<file path="config.mk">
export PLATFORM = sky130hd
export DESIGN_NAME = alu_arbiter
export DESIGN_NICKNAME = d
export VERILOG_FILES = /design/src/rtl/alu_arbiter.sv
export SDC_FILE = /design/constraint.sdc
export NUM_CORES = 1
export LEC_CHECK = 0
export CORE_MARGIN = 2
export CORE_UTILIZATION = 25
export DETAILED_ROUTE_END_ITERATION = 10
export GPL_TIMING_DRIVEN = 0
export PLACE_DENSITY = 0.61
export SYNTH_ARGS = -nofsm -noshare
export SYNTH_HDL_FRONTEND = slang
export SYNTH_SLANG_ARGS = --single-unit
</file>
<file path="constraint.sdc">
create_clock -name clk -period 5.2 [get_ports clk]
set_input_delay 1.56 -clock clk [delete_from_list [all_inputs] [get_ports clk]]
set_output_delay 1.56 -clock clk [all_outputs]
set_load 0.05 [all_outputs]
</file>
<file path="src/rtl/alu_arbiter.sv">
// Round-robin arbiter that shares one external ALU between two valid/ready requesters.
// Captures one operation, issues it for a single EXEC cycle, and returns a registered result.
module alu_arbiter #(
    parameter int WIDTH = 32  // the attached ALU is 32-bit; no other width is meaningful
) (
    input  logic             clk,
    input  logic             rst,

    input  logic             i_req0_valid,
    output logic             o_req0_ready,
    input  logic [3:0]       i_req0_op,
    input  logic [WIDTH-1:0] i_req0_a,
    input  logic [WIDTH-1:0] i_req0_b,

    input  logic             i_req1_valid,
    output logic             o_req1_ready,
    input  logic [3:0]       i_req1_op,
    input  logic [WIDTH-1:0] i_req1_a,
    input  logic [WIDTH-1:0] i_req1_b,

    output logic             o_rsp0_valid,
    input  logic             i_rsp0_ready,
    output logic [WIDTH-1:0] o_rsp0_data,
    output logic             o_rsp0_zero,
    output logic             o_rsp0_err,

    output logic             o_rsp1_valid,
    input  logic             i_rsp1_ready,
    output logic [WIDTH-1:0] o_rsp1_data,
    output logic             o_rsp1_zero,
    output logic             o_rsp1_err,

    output logic [3:0]       o_alu_op,
    output logic [WIDTH-1:0] o_alu_a,
    output logic [WIDTH-1:0] o_alu_b,
    input  logic [WIDTH-1:0] i_alu_out,
    input  logic             i_alu_zero
);

    // state | meaning
    // IDLE  | arbitrate and accept one request
    // EXEC  | drive ALU from latched operands, capture result
    // RESP  | present result to owner until it is taken
    typedef enum logic [1:0] {
        IDLE = 2'd0,
        EXEC = 2'd1,
        RESP = 2'd2
    } state_t;

    state_t           r_state;
    state_t           w_state_nxt;

    logic             r_prio;
    logic             r_owner;
    logic [3:0]       r_op;
    logic [WIDTH-1:0] r_a;
    logic [WIDTH-1:0] r_b;
    logic             r_err;
    logic [WIDTH-1:0] r_result;
    logic             r_zero;

    logic             w_grant0;
    logic             w_grant1;
    logic             w_accept;
    logic             w_rsp_done;
    logic             w_rsp_ready;
    logic [3:0]       w_sel_op;
    logic [WIDTH-1:0] w_sel_a;
    logic [WIDTH-1:0] w_sel_b;
    logic             w_sel_undef;

    // Undefined encodings are exactly 1x1x: 1010, 1011, 1110, 1111.
    function automatic logic op_undefined(input logic [3:0] op);
        return op[3] & op[1];
    endfunction

    assign w_grant0    = i_req0_valid && (!i_req1_valid || !r_prio);
    assign w_grant1    = i_req1_valid && (!i_req0_valid ||  r_prio);
    assign w_sel_op    = w_grant1 ? i_req1_op : i_req0_op;
    assign w_sel_a     = w_grant1 ? i_req1_a  : i_req0_a;
    assign w_sel_b     = w_grant1 ? i_req1_b  : i_req0_b;
    assign w_sel_undef = op_undefined(w_sel_op);
    assign w_rsp_ready = r_owner ? i_rsp1_ready : i_rsp0_ready;

    always_ff @(posedge clk or posedge rst) begin
        if (rst) begin
            r_state <= IDLE;
        end else begin
            r_state <= w_state_nxt;
        end
    end

    always_comb begin
        w_state_nxt  = r_state;
        o_req0_ready = 1'b0;
        o_req1_ready = 1'b0;
        w_accept     = 1'b0;
        w_rsp_done   = 1'b0;
        o_alu_op     = 4'b0000;
        o_alu_a      = '0;
        o_alu_b      = '0;

        case (r_state)
            IDLE: begin
                // Ready is gated by reset so it reads 0 while reset is held.
                if (!rst) begin
                    o_req0_ready = w_grant0;
                    o_req1_ready = w_grant1;
                    if (w_grant0 || w_grant1) begin
                        w_accept    = 1'b1;
                        w_state_nxt = w_sel_undef ? RESP : EXEC;
                    end
                end
            end
            EXEC: begin
                o_alu_op    = r_op;
                o_alu_a     = r_a;
                o_alu_b     = r_b;
                w_state_nxt = RESP;
            end
            RESP: begin
                if (w_rsp_ready) begin
                    w_rsp_done  = 1'b1;
                    w_state_nxt = IDLE;
                end
            end
            default: begin
                w_state_nxt = IDLE;
            end
        endcase
    end

    always_ff @(posedge clk or posedge rst) begin
        if (rst) begin
            r_prio   <= 1'b0;
            r_owner  <= 1'b0;
            r_op     <= 4'b0000;
            r_a      <= '0;
            r_b      <= '0;
            r_err    <= 1'b0;
            r_result <= '0;
            r_zero   <= 1'b0;
        end else begin
            if (w_accept) begin
                r_op    <= w_sel_op;
                r_a     <= w_sel_a;
                r_b     <= w_sel_b;
                r_owner <= w_grant1;
                r_err   <= w_sel_undef;
                // An undefined op skips EXEC, so its canned result is loaded here.
                if (w_sel_undef) begin
                    r_result <= '0;
                    r_zero   <= 1'b1;
                end
            end
            if (r_state == EXEC) begin
                r_result <= i_alu_out;
                r_zero   <= i_alu_zero;
            end
            if (w_rsp_done) begin
                r_prio <= ~r_owner;
            end
        end
    end

    always_comb begin
        o_rsp0_valid = 1'b0;
        o_rsp0_data  = '0;
        o_rsp0_zero  = 1'b0;
        o_rsp0_err   = 1'b0;
        o_rsp1_valid = 1'b0;
        o_rsp1_data  = '0;
        o_rsp1_zero  = 1'b0;
        o_rsp1_err   = 1'b0;
        if (r_state == RESP) begin
            if (r_owner) begin
                o_rsp1_valid = 1'b1;
                o_rsp1_data  = r_result;
                o_rsp1_zero  = r_zero;
                o_rsp1_err   = r_err;
            end else begin
                o_rsp0_valid = 1'b1;
                o_rsp0_data  = r_result;
                o_rsp0_zero  = r_zero;
                o_rsp0_err   = r_err;
            end
        end
    end

endmodule

</file>
==> Yosys cells after proc, flatten, opt, wreduce, memory -nomap -nowiden <==
Cells that the tools add are included.
{ "classes": {"mux": 43, "reduce_logical": 13, "eq_ne": 5, "n_bitwise": 2} }
{ "op_table": {"columns": ["operator", "count"], "rows": [
  ["32-bit 2-to-1 mux", 11],
  ["1-bit 2-to-1 mux", 25],
  ["2-bit 2-to-1 mux", 4],
  ["4-bit 2-to-1 mux", 2],
  ["2-bit inequality test, second input constant", 3],
  ["2-bit case mux with 3 select lines", 1],
  ["2-bit nonzero test", 2],
  ["1-bit zero test", 3],
  ["1-bit logical OR", 3],
  ["3-bit AND reduction", 1],
  ["2-bit by 1-bit == test with 1-bit output, second input constant", 1],
  ["2-bit == test, second input constant", 1],
  ["1-bit logical AND", 2],
  ["2-bit zero test", 1],
  ["2-bit AND reduction", 1],
  ["1-bit AND", 1],
  ["1-bit NOT", 1]
]} }
{ "totals": {"output_inout_bits": 140, "register_bits": 106} }

==> Depth between registers and ports, before layout <==
{ "logic_depth": {"word_depth": 9, "mapped_depth": 7, "mapped_depth_nobuf": 4} }

==> Least setup slack after synthesis <==
No wires, ideal clock.
{ "synth_timing": {"kind": "input-to-output", "startpoint": "input port rst", "endpoint": "output port o_req1_ready", "arrival_time_ns": 2.200, "setup_slack_ns": 1.440, "required_time_ns": 3.640, "n_path_buf": 0, "path_stages": 2, "path_cell_list": "nor3_4 -> and3_1"} }
{ "synth_between": {"elab_chain_len": 2} }
{ "synth_rtl": {"columns": ["element", "line_no", "text"], "rows": [
  ["from (decl)", "7", "input logic rst,"],
  ["1-bit 2-to-1 mux", "106", "if (!rst) begin"],
  ["1-bit 2-to-1 mux", "103", "case (r_state)"],
  ["to (decl)", "16", "output logic o_req1_ready,"]
]} }
Every way passes these cells.

==> Worst setup path after layout <==
Same ends and word-level chain as after synthesis.

==> impl_metrics.ini <==
[detailed_routing]
routed_wire_length_per_instance_um = 16.7
antenna_violating_nets_post_route = 0
drt_pre_antenna_iters = 5
route.final.wire_length_mm = 20.7
route.detailed.vias_per_inst = 4.44
drt_first_iter_violations = 178
drc = 0
detailroute.via_count = 5505

[setup_path]
crit_path_cell_trace = clkdlybuf4s50_1, nor3_4, and3_1, clkdlybuf4s50_1
worst_setup_start_kind = primary input
worstSetupEndpoint = o_req1_ready
critPathLaunch = rst
reg2reg_depth = 5
timing.critical_path.required_ps = 3640
critPathMostFrequentCell = clkdlybuf4s50_1
rr_endpoint = r_b[1]
flop2flop_setup_slack_ps = 3540
r2r_start = r_state[1]
crit_arrival_ps = 3440
path_class = in -> out
crit_path_max_fanout = 4
cp_slowest_cell = clkdlybuf4s50_1
max_stage_delay_ps = 860
cp-end-kind = output port

[sta]
worst_slew_margin_rel_pct = 60.7
maxSlewViolCount = 0
clock-skew-final_ps = 11.2
setup_ws_final_ps = 204
final.period_utilization_pct = 96.1
actual_transition_at_the_worst_max_transition_pin_ps = 590
grt_setup_unrepaired = false
timing.hold.ws_ps = 470
layout_min_cycle_time_ps = 5000
setup_viol = 0
timing.final.hold_violations = 0
timing.setup.tns_ps = 0
timing.fmax_ghz = 0.200

[clock_network]
post-cts-setup-buffer-count = 0
clockBufferDepth = 2
ctsRootBufferMaster = clkbuf_16
cts_buffers = 9
hold_fix_buffer_count_after_cts = 0
clk_latency_worst_skew_pair_ps = 350
numClockSinks = 106
clock_tree_from_tritoncts = built
post_cts.resized_instances = 0
cts-htree-levels = 3
worst_path_clk_slew_ps = 70

[global_route]
antenna_found_initial = 0
grt_use_met2_pct = 29.8
track_usage_pct = 17.2
wire_length_of_the_first_global_routing_pass_mm = 31.6
grtUsageMet1_pct = 20.8
gr-usage-met3_pct = 4.96
overflow = 0
grt_start_max_net_pins = 77
grt_pass1_vias = 5505
grt-busiest-layer = met2

[synthesis]
synth_top_area_share_pct = 46.4
synthesis.nets = 802
syn_inst = 627
syn_avg_cell_area_um2 = 9.11
yosys_warnings = 0
yosys.cell_types.count = 29
synth_seq_cells = 106
ys_seq_area_share_pct = 46.4
post-synth-top-area-cell = dfrtp_1
synth.area.top_cells = dfrtp_1, mux2i_1, and2_1, nand2_1, and3_1
mappedNetlistArea_mm2 = 0.00571

[die]
floorplan.core_area_mm2 = 0.0225
initial_core_util_pct = 25.4
io-pin-count = 315
die_w_um = 155
area_enclosed_by_the_die_boundary_mm2 = 0.0241
floorplan.rows = 55
die-height_um = 155

[final_layout]
fin_nets = 1128
syn_to_final_growth_pct = 67.6
fraction_of_final_layout_cells_sized_beyond_drive_strength_1_pct = 5.23
n_fill_cell = 2306
fin_area_mm2 = 0.00957
antenna-diode-count = 0

[placement]
post-dp-hpwl_mm = 16.2
place_area_mm2 = 0.00924
gp_congestion = 0.796
port_buffers = 314
pre_cts_ws_ps = 174

[pwr]
comb_power_share_pct = 48.4
power.share.sequential_pct = 33.2
power.static_leakage_nw = 4.26
power.clock.fraction_pct = 18.4
power-per-cell-area_mw_per_mm2 = 441
switching_share_pct = 42.2
internal_power_mw = 2.44
worst_ir_drop_vdd_mv = 0.141
total_switching_power_mw = 1.78

[worst_hold_path]
holdCritPathClass = reg -> reg

[flow_run]
maxCapViolCount = 0

[status]
status = finished, final reports clean
## Yosys cell counts (all sizes together)
| cell type | instances |
|---|---|
| nand2 | 140 |
| dfrtp | 106 |
| and2 | 103 |
| o21ai | 70 |
| mux2i | 69 |
| and3 | 36 |
| a21oi | 34 |
| buf | 28 |
| clkbuf | 23 |
| and2b | 3 |
| nor2 | 3 |
| a21o | 2 |
| nand2b | 2 |
| nor3 | 2 |
| a221o | 1 |
| a31oi | 1 |
| inv | 1 |
| nand3b | 1 |
| nand4 | 1 |
| nor2b | 1 |
## layout make-up
class	instances	area, um^2	area share (%)
tap	285	357	3.72
clock buffer	9	225	2.35
timing repair buffer	315	3170	33.1
clock inverter	5	105	1.10
buffer	51	300	3.14
inverter	1	8.76	0.0915
multi-input combinational	469	2760	28.8
sequential	106	2650	27.7
## logic make-up (layout without fill, tap and decap cells)
logic type      Yosys count  in the layout  synth area share, %
buf+inv                  52            381                 5.32
mux                      69             69                 12.1
simple gates            292            292                 26.2
flops                   106            106                 46.4
compound gates          108            108                 9.92
## placed cells by master (no fill, tap or decap), drive strengths merged
cell           Yosys  layout
buf               28      29
nor3               2       2
nand4              1       1
a21o               2       2
nor2b              1       1
and2             103     103
and2b              3       3
clkinvlp           0       2
clkdlybuf4s50      0     314
nor2               3       3
a21oi             34      34
mux2i             69      69
inv                1       1
a221o              1       1
dfrtp            106     106
nand2b             2       2
nand2            140     140
bufinv             0       3
clkbuf            23      32
nand3b             1       1
and3              36      36
a31oi              1       1
o21ai             70      70
## critical path, delay by kind of cell
kind,cells,cell delay (ps)
buffers and inverters,2,1410
AND/OR/NAND/NOR,2,470
## per-stage QoR
stage	utilization, %	std cells	total power, mW
6_report	42.5	1241	4.22
5_1_grt	42.5	1241	4.52
4_1_cts	42.5	1241	4.28
3_5_place_dp	41.1	1227	3.49
3_3_place_gp	40.9	1226	3.45
2_1_floorplan	-	627	2.71
## worst min path at each step
stage                     slack, ps  depth (start not counted)       to     from
after floorplan                 440                          2   r_a[0]   r_a[0]
final                           470                          2   r_a[4]   r_a[4]
after detailed placement        460                          2   r_a[4]   r_a[4]
after global placement          450                          2   r_a[1]   r_a[1]
after global routing            490                          2  r_a[30]  r_a[30]
after CTS                       480                          2   r_a[4]   r_a[4]
## power groups by stage
stage / logic [mW] / registers (mW) / clock network (mW)
finish: 2.04 / 1.40 / 0.778
global route: 2.23 / 1.45 / 0.834
CTS: 2.07 / 1.40 / 0.805
detailed placement: 2.07 / 1.42 / 0
global placement: 2.05 / 1.40 / 0
floorplan: 1.37 / 1.35 / 0
## state kept, by name (all words and copies together) (netlist names)
register and cells:
r_a 32, r_err 1, r_prio 1, r_owner 1
r_b 32, r_state 2, r_op 4, r_result 32
r_zero 1
## routing by layer
metal	vias up	wire (um)
met1	2552	8880
met5	-	0
li1	2728	-
met3	12	1560
met2	213	10000
met4	0	235
Note: power is estimated with default switching activity, not from simulation.
